**config.mk**
```make
export PLATFORM = sky130hd
export DESIGN_NAME = pipe_hazard_ctrl
export DESIGN_NICKNAME = d
export VERILOG_FILES = /design/src/rtl/pipe_hazard_ctrl.sv
export SDC_FILE = /design/constraint.sdc
export NUM_CORES = 1
export LEC_CHECK = 0
export CAP_MARGIN = 20
export CORE_ASPECT_RATIO = 1.5
export CORE_UTILIZATION = 25
export DETAILED_ROUTE_END_ITERATION = 6
export GPL_ROUTABILITY_DRIVEN = 0
export MAX_ROUTING_LAYER = met4
export SYNTH_ARGS = -nofsm -noshare
export SYNTH_HDL_FRONTEND = slang
export SYNTH_SLANG_ARGS = --single-unit
export TNS_END_PERCENT = 100
```
**constraint.sdc**
```tcl
create_clock -name clock -period 3.4 [get_ports clock]
set_clock_uncertainty 0.05 [all_clocks]
set_input_delay 0.85 -clock clock [delete_from_list [all_inputs] [get_ports clock]]
set_output_delay 0.85 -clock clock [all_outputs]
set_load 0.05 [all_outputs]
```
**src/rtl/pipe_hazard_ctrl.sv**
```systemverilog
// pipe_hazard_ctrl -- hazard detection and forwarding control for a
// five-stage pipeline that also has a single multicycle execution unit.
//
// Ports
//   clock, reset                 : rising-edge clock, asynchronous active-high reset
//   id_valid, flush              : ID holds an instruction / that instruction is killed
//   id_rs, id_rt, id_use_rs/rt   : source registers and whether they are read
//   id_wreg, id_m2reg, id_mc     : writes a register / is a load / is a multicycle op
//   id_rn                        : destination register
//   fwda, fwdb                   : operand source: 00 regfile, 01 E ALU, 10 M ALU, 11 M memory
//   nostall                      : ID may advance this cycle
//   e_*, m_*                     : destination tracking for the E and M stages
//   mc_busy, mc_done, mc_rn      : multicycle unit status and its destination
module pipe_hazard_ctrl #(
  parameter int RW    = 5,
  parameter int MCLAT = 4
) (
  input  logic          clock,
  input  logic          reset,
  input  logic          id_valid,
  input  logic [RW-1:0] id_rs,
  input  logic [RW-1:0] id_rt,
  input  logic          id_use_rs,
  input  logic          id_use_rt,
  input  logic          id_wreg,
  input  logic          id_m2reg,
  input  logic          id_mc,
  input  logic [RW-1:0] id_rn,
  input  logic          flush,
  output logic [1:0]    fwda,
  output logic [1:0]    fwdb,
  output logic          nostall,
  output logic          e_wreg,
  output logic          e_m2reg,
  output logic          m_wreg,
  output logic          m_m2reg,
  output logic [RW-1:0] e_rn,
  output logic [RW-1:0] m_rn,
  output logic          mc_busy,
  output logic          mc_done,
  output logic [RW-1:0] mc_rn
);

  localparam int            CW      = $clog2(MCLAT + 1);
  localparam logic [CW-1:0] MC_LOAD = CW'(MCLAT);

  logic [CW-1:0] mc_cnt_reg;
  logic          issue;
  logic          load_use;
  logic          mc_dep;
  logic          mc_struct;

  // Remaining cycles of the multicycle op; zero means the unit is idle.
  assign mc_busy = (mc_cnt_reg != '0);
  assign mc_done = (mc_cnt_reg == CW'(1));

  // Hazard detection. Register 0 is hardwired, so it never creates a hazard.
  always_comb begin
    load_use  = 1'b0;
    mc_dep    = 1'b0;
    mc_struct = 1'b0;
    nostall   = 1'b1;

    load_use = e_wreg && e_m2reg && (e_rn != '0) &&
               ((id_use_rs && (e_rn == id_rs)) || (id_use_rt && (e_rn == id_rt)));

    // Destination match is included so a younger write cannot land before
    // the multicycle result and then be overwritten by it.
    mc_dep = mc_busy && (mc_rn != '0) &&
             ((id_use_rs && (id_rs == mc_rn)) ||
              (id_use_rt && (id_rt == mc_rn)) ||
              (id_wreg   && (id_rn == mc_rn)));

    // Only one multicycle op can be in flight.
    mc_struct = mc_busy && id_mc;

    // A flushed instruction is discarded, so it never needs to wait.
    if (id_valid && !flush && (load_use || mc_dep || mc_struct))
      nostall = 1'b0;
  end

  assign issue = id_valid && !flush && nostall;

  // Forwarding select, one copy per source operand. The E stage is the
  // youngest producer, so it wins over M. A load still in E cannot be
  // forwarded (that case stalls instead).
  logic [RW-1:0] src_rn  [2];
  logic          src_use [2];
  logic [1:0]    fwd_sel [2];

  assign src_rn[0]  = id_rs;
  assign src_rn[1]  = id_rt;
  assign src_use[0] = id_use_rs;
  assign src_use[1] = id_use_rt;

  genvar gi;
  generate
    for (gi = 0; gi < 2; gi++) begin : g_fwd
      assign fwd_sel[gi] =
        !src_use[gi]                                                        ? 2'b00 :
        (e_wreg && !e_m2reg && (e_rn != '0) && (e_rn == src_rn[gi]))        ? 2'b01 :
        (m_wreg && !m_m2reg && (m_rn != '0) && (m_rn == src_rn[gi]))        ? 2'b10 :
        (m_wreg &&  m_m2reg && (m_rn != '0) && (m_rn == src_rn[gi]))        ? 2'b11 :
                                                                              2'b00;
    end
  endgenerate

  assign fwda = fwd_sel[0];
  assign fwdb = fwd_sel[1];

  // E/M tracking. Multicycle ops bypass E (their result is tracked by the
  // counter), so they and all non-issuing cycles enter E as bubbles.
  always_ff @(posedge clock or posedge reset) begin
    if (reset) begin
      e_wreg  <= 1'b0;
      e_m2reg <= 1'b0;
      e_rn    <= '0;
      m_wreg  <= 1'b0;
      m_m2reg <= 1'b0;
      m_rn    <= '0;
    end else begin
      if (issue && !id_mc) begin
        e_wreg  <= id_wreg;
        e_m2reg <= id_m2reg;
        e_rn    <= id_rn;
      end else begin
        e_wreg  <= 1'b0;
        e_m2reg <= 1'b0;
        e_rn    <= '0;
      end
      m_wreg  <= e_wreg;
      m_m2reg <= e_m2reg;
      m_rn    <= e_rn;
    end
  end

  // Multicycle countdown. A new op cannot issue while busy (structural
  // stall), so the load and the decrement never compete.
  always_ff @(posedge clock or posedge reset) begin
    if (reset) begin
      mc_cnt_reg <= '0;
      mc_rn      <= '0;
    end else begin
      if (issue && id_mc) begin
        mc_cnt_reg <= MC_LOAD;
        mc_rn      <= id_rn;
      end else if (mc_cnt_reg != '0) begin
        mc_cnt_reg <= mc_cnt_reg - CW'(1);
      end
    end
  end

endmodule
```
==> run summary, run 1 <==
• 2058 um2 — total cell area at the placement stage
• 0.3928 ns — Post-Route Hold Slack
• dfrtp_1 — top cell type by total area after synthesis
• id_rt[4] — worst setup path startpoint
• 0 — final number of setup-violating endpoints
• 2929 um — placed wire-length estimate
• 100.0% — fraction of registers with async set/reset
• 0 — count of endpoints failing hold in the final timing report
• 5782 um — first-pass GRT wire length
• 0 — Ant. Diodes
• 91.63 um — die height
• 2 — maximum clock insertion buffer count
• 2160 um2 — Final Cell Area
• 14.34% — GRT Overall Usage
• false — RSZ-0062 raised after global routing
• e_rn[1] — R2R Path Start
• 26 — number of unique standard cell types used by synthesis
• 0.27 ns — clock latency at the later pin of the worst-skew pair
• output pin — type of element capturing the critical path
• 20.62% — fraction of layout instances using a drive strength above 1
• 61.75 um — chip width
• 0 — initial antenna violation count
• 49 — I/O Buffers
• 41.12% — register area share after synthesis
• 128 — Post-Syn Instances
• 41.12% — share of the synthesized area in the top cell type
• 3.313 ns — Final Critical Period
• 61.31% — signed area change from the synthesized netlist to the final layout
• 97.43% — portion of the clock cycle consumed by the worst path in the final layout
• built — clock tree from TritonCTS
• 0.87 ns — internal reg-to-reg setup slack
• 0.9709 nW — Leakage Power
• 4 — number of optimization iterations in the first detailed-route pass
• 32 — standard-cell row count
• 155 — synthesized net count
• nostall — worst setup path end
• 1196 — total number of vias
• 0 — count of synthesis-stage warnings from yosys
• 0 — number of slew-limit violations in the final report
• 793.3 um2 — area of combinational cells with multiple inputs
• clkbuf_8 — clock root buffer
• 550.5 um2 — sequential cell area in the final layout
• e_rn x5, m_rn x5, mc_rn x5 — registers with the most flip-flops
• 22 — register bit total from synthesis
• 497 — filler cell count
• xor2_1 (30), dfrtp_1 (22), nand3_1 (8) — most numerous cell types in the synthesized netlist
• 257 — Placed Instances
• 0.3019 GHz — maximum frequency from static timing analysis
• 0.08 ns — clock-pin slew reported for the worst setup and hold paths after clock tree synthesis
• 25.92% — initial standard-cell utilization of the core
• 3 — cts bufs inserted
• 5165 um2 — standard cell core area
• 0 — remaining design rule violation count
• 0 — max-cap check violation count
• 14.18 um — average wire per standard cell
• 8 — Reg2Reg Depth
• 41.81% — post-route core utilization
• 4.565 — DR vias/cell
• 0 ns — Setup Total Neg Slack
• 534.5 nW/um2 — pwr/cell area
• 50 — I/O Pins
• 222 — Final nets
• 10.46 um2 — average cell area after synthesis
• 1339 um2 — post-synth design cell area
• mc_rn[2] — R2R Path End
• 0 — GRT Residual Overflow
• 262 — Non-Filler Instances
• 1 — number of H-tree levels
• 3714 um — Detailed Route WL
• 23 — largest net degree at the start of global routing
• 22 — number of clock sinks
• dfrtp_1 — ys flop type
• xor2_1 — leading cell type by number of instances after synthesis
• 42.15% — worst slew margin relative to its limit
• input port — Worst Setup Start Kind
• register to register — type of the tightest min-delay check
• 23 — drt initial violations
• 3 — critical path peak fanout
• 0 — number of synthesized flops with an enable pin
• dfrtp_1 (41%), xor2_1 (20%), mux2_2 (4.2%) — biggest area contributors in the synthesized netlist
• 1231 — via count of the first global-routing pass
• 2.41 ns — arrival time at the worst endpoint
• 0 — antenna viol nets, final
• input port to output pin — path type of the worst setup path
• 5658 um2 — floorplan die area
• 2.50 ns — Data required, critical path
• 0.8668 ns — Worst-Margin Slew
• 0.2962 mV — highest ir drop seen on vdd
• complete, no violations — status
stage by stage:
| step | setup WS (ns) | total power [mW] |
|---|---|---|
| 4_1_cts | -0.003545 | 1.171 |
| 3_5_place_dp | -0.09952 | 0.9670 |
| 3_3_place_gp | -0.08308 | 0.9646 |
| 6_report | 0.08738 | 1.154 |
| 5_1_grt | 0.001035 | 1.227 |
| 2_1_floorplan | 0.003776 | 0.7669 |
timing repair:
item,in CTS,in global routing
setup buffers,0,1
resized for setup,10,5
pin swaps,6,7
hold buffers,0,0
endpoints found under the setup margin,5,4
gates cloned,0,0
layout make-up:
cell class                 instances  share of cell area (%)
multi-input combinational         98                   36.73
clock buffer                       4                   2.549
timing repair buffer              65                   30.42
sequential                        22                   25.49
tap                               68                   3.940
inverter                           5                  0.8691
logic make-up after synthesis:
group	share of synthesized area [%]
AOI/OAI and AO/OA	5.795
xor gates and xnor gates	23.55
adders and majority gates	2.804
buffers and inverters	2.243
DFF	41.12
muxes	4.205
and+or+nand+nor	20.28
layer usage:
layer	share of wire [%]	up-vias	track usage (%)
li1	-	582	-
met1	38	570	14.99
met2	56	39	25.90
met3	4.0	5	1.410
met4	1.9	0	6.111
met5	0	-	-
worst min-delay path by stage:
stage                              from       endpoint  slack [ns]  cells past startpoint
after floorplan           mc_cnt_reg[1]  mc_cnt_reg[1]        0.49                      2
after global placement           e_wreg         m_wreg        0.38                      0
after detailed placement         e_wreg         m_wreg        0.38                      0
after CTS                        e_wreg         m_wreg        0.40                      0
after global routing             e_wreg         m_wreg        0.42                      0
final                            e_wreg         m_wreg        0.39                      0
worst max-delay path, cell delays in order:
cell,delay (ns)
clkdlybuf4s50_1,0.48
xor2_1,0.17
nor2_1,0.14
nand3_1,0.11
a211oi_2,0.23
a221o_1,0.19
nand2b_1,0.08
buf_6,0.15
cell usage in the layout, fill, tap and decap left out, types with 2 or more instances in the layout:
cell             count
nor3_1               2
nor4_1               4
nand3_1              8
nor4_2               2
xnor2_1              6
nand2_1              4
buf_4               16
buf_12               4
nor3_2               4
inv_1                5
dlymetal6s2s_1       4
clkdlybuf4s50_1     36
nand2b_1             3
dlygate4sd2_1        4
dfrtp_1             22
o21ai_0              2
nor2b_1              2
ha_1                 3
xor2_1              30
nor4b_1              6
or4_1                3
nor2_1               4
clkbuf_8             4
mux2_2               5
report_power, final:
part           total (mW)  switching, mW  internal, mW
registers           0.395         0.0815         0.314
logic               0.568          0.325         0.243
clock network       0.191         0.0877         0.104
total                1.15          0.494         0.661
No activity file was read; power rests on OpenSTA's default activity.
==> run 2, diff against run 1 <==
Settings changed: CTS_CLUSTER_SIZE set to 12.
==> results of run 2 <==
Same layout as run 1: the final DEF is identical, and so are final timing and power.
==> run 3, diff against run 2 <==
Settings changed: CORE_MARGIN set to 1.5, GPL_ROUTABILITY_DRIVEN 0 to not set, SKIP_CTS_REPAIR_TIMING set to 1.
==> run summary, run 3 (synthesis gave the netlist of run 1 again) <==
• 1196 — total number of vias
• 3 — cts bufs inserted
• 0.08 ns — clock-pin slew reported for the worst setup and hold paths after clock tree synthesis
• e_rn x5, m_rn x5, mc_rn x5 — registers with the most flip-flops
• complete, no violations — status
• 4.618 — DR vias/cell
• 511 — filler cell count
• 2 — maximum clock insertion buffer count
• 2 — WP buf/inv
• 0 — remaining design rule violation count
• 1 — number of H-tree levels
• 50 — I/O Pins
• 33 — drt initial violations
• 0.51 ns — CP max stage delay
• 3778 um — Detailed Route WL
• clkdlybuf4s50_1 (32), xor2_1 (30), dfrtp_1 (22) — top library cells by usage in the layout, fill and taps aside
• 5954 um — first-pass GRT wire length
• 0.3912 ns — Post-Route Hold Slack
• 3 — critical path peak fanout
• 49 — I/O Buffers
• input port to output pin — path type of the worst setup path
• 0.26 ns — clock latency at the later pin of the worst-skew pair
• 0 — antenna viol nets, final
• 14.59 um — average wire per standard cell
• 60.65% — signed area change from the synthesized netlist to the final layout
• 22 — number of clock sinks
• 23 — largest net degree at the start of global routing
• 0.3060 GHz — maximum frequency from static timing analysis
• 0 — Ant. Diodes
• 0 — count of endpoints failing hold in the final timing report
• false — RSZ-0062 raised after global routing
• 41.61% — worst slew margin relative to its limit
• 2.37 ns — arrival time at the worst endpoint
• 5812 um2 — floorplan die area
• 527.4 nW/um2 — pwr/cell area
• 1178 — via count of the first global-routing pass
• output pin — type of element capturing the critical path
• 32 — standard-cell row count
• 1.021 nW — Leakage Power
• 96.11% — portion of the clock cycle consumed by the worst path in the final layout
• clkdlybuf4s50_1 — Worst path slowest cell
• 259 — Non-Filler Instances
• 18.85% — fraction of layout instances using a drive strength above 1
• 2051 um2 — total cell area at the placement stage
• 0.8749 ns — Worst-Margin Slew
• 13.61% — GRT Overall Usage
• clkdlybuf4s50_1 — most common cell after layout, fill and taps aside
• input port — Worst Setup Start Kind
• 0 — max-cap check violation count
• nand3_1 — crit-path most repeated cell
• 0 ns — Setup Total Neg Slack
• 25.92% — initial standard-cell utilization of the core
• clkdlybuf4s50_1, xor2_1, nor4_2, nand3_1, nand3_1, a221o_1, nand2b_1, buf_6 — ordered cell list for the critical path
• 0 — number of slew-limit violations in the final report
• 0 — initial antenna violation count
• register to register — type of the tightest min-delay check
• 0 — final number of setup-violating endpoints
• 2151 um2 — Final Cell Area
• 0 — GRT Residual Overflow
• 62.75 um — chip width
• built — clock tree from TritonCTS
• clkbuf_8 — clock root buffer
• buffers and inverters — kind of cell with the highest combined delay on the critical path
• 0.5201 mV — highest ir drop seen on vdd
• 2978 um — placed wire-length estimate
• 256 — Placed Instances
• 92.63 um — die height
• 5165 um2 — standard cell core area
• 2.50 ns — Data required, critical path
• 1.134 mW — Final Power
• 220 — Final nets
• 3.268 ns — Final Critical Period
• 6 — number of optimization iterations in the first detailed-route pass
• 0.7568 — global placement routability congestion
-- run 3: layout make-up --
class                      count  area [um2]  share of cell area (%)
multi-input combinational     98       788.3                   36.65
timing repair buffer          63       666.9                   31.01
sequential                    22       550.5                   25.60
tap                           68       85.08                   3.956
clock buffer                   3       41.29                   1.920
inverter                       5       18.77                  0.8726
-- run 3: stage by stage --
stage / worst slack, ns / util [%]
4_1_cts: -0.1025 / 40.50
2_1_floorplan: 0.003776 / -
5_1_grt: 0.02065 / 41.64
3_3_place_gp: -0.08943 / 39.70
6_report: 0.1323 / 41.64
3_5_place_dp: -0.09197 / 39.70
-- run 3: worst register-to-register path, delay by kind of cell (launching register included) --
family / cells / cell delay, ns
buf+inv: 2 / 0.34
mux: 1 / 0.34
flops: 1 / 0.46
simple gates: 2 / 0.84
compound gates: 2 / 0.26
-- run 3: path summary, 6_finish.rpt --
path,startpoint,to,slack [ns],depth (start not counted)
worst min register to register,e_wreg,m_wreg,0.39,0
worst max register to register,e_rn[1],mc_rn[3],0.99,7
worst max-delay path,id_rn[1],nostall,0.13,8
worst min-delay path,e_wreg,m_wreg,0.39,0
max in group asynchronous,reset,mc_rn[4],1.74,2
min in group asynchronous,reset,mc_rn[0],1.02,2
-- run 3: layer usage --
metal	up-vias	track usage, %	routed length [um]	part of all wire (%)
met4	0	5.185	89	2.4
met2	40	24.73	2039	54
met1	575	15.02	1502	40
li1	574	-	-	-
met5	-	-	0	0
met3	7	1.823	147	3.9
-- run 3: power by group --
group          switching (mW)  internal [mW]  leakage, nW
clock network          0.0831         0.0791       0.0216
registers              0.0839          0.314        0.292
logic                   0.330          0.244        0.707
total                   0.497          0.637         1.02
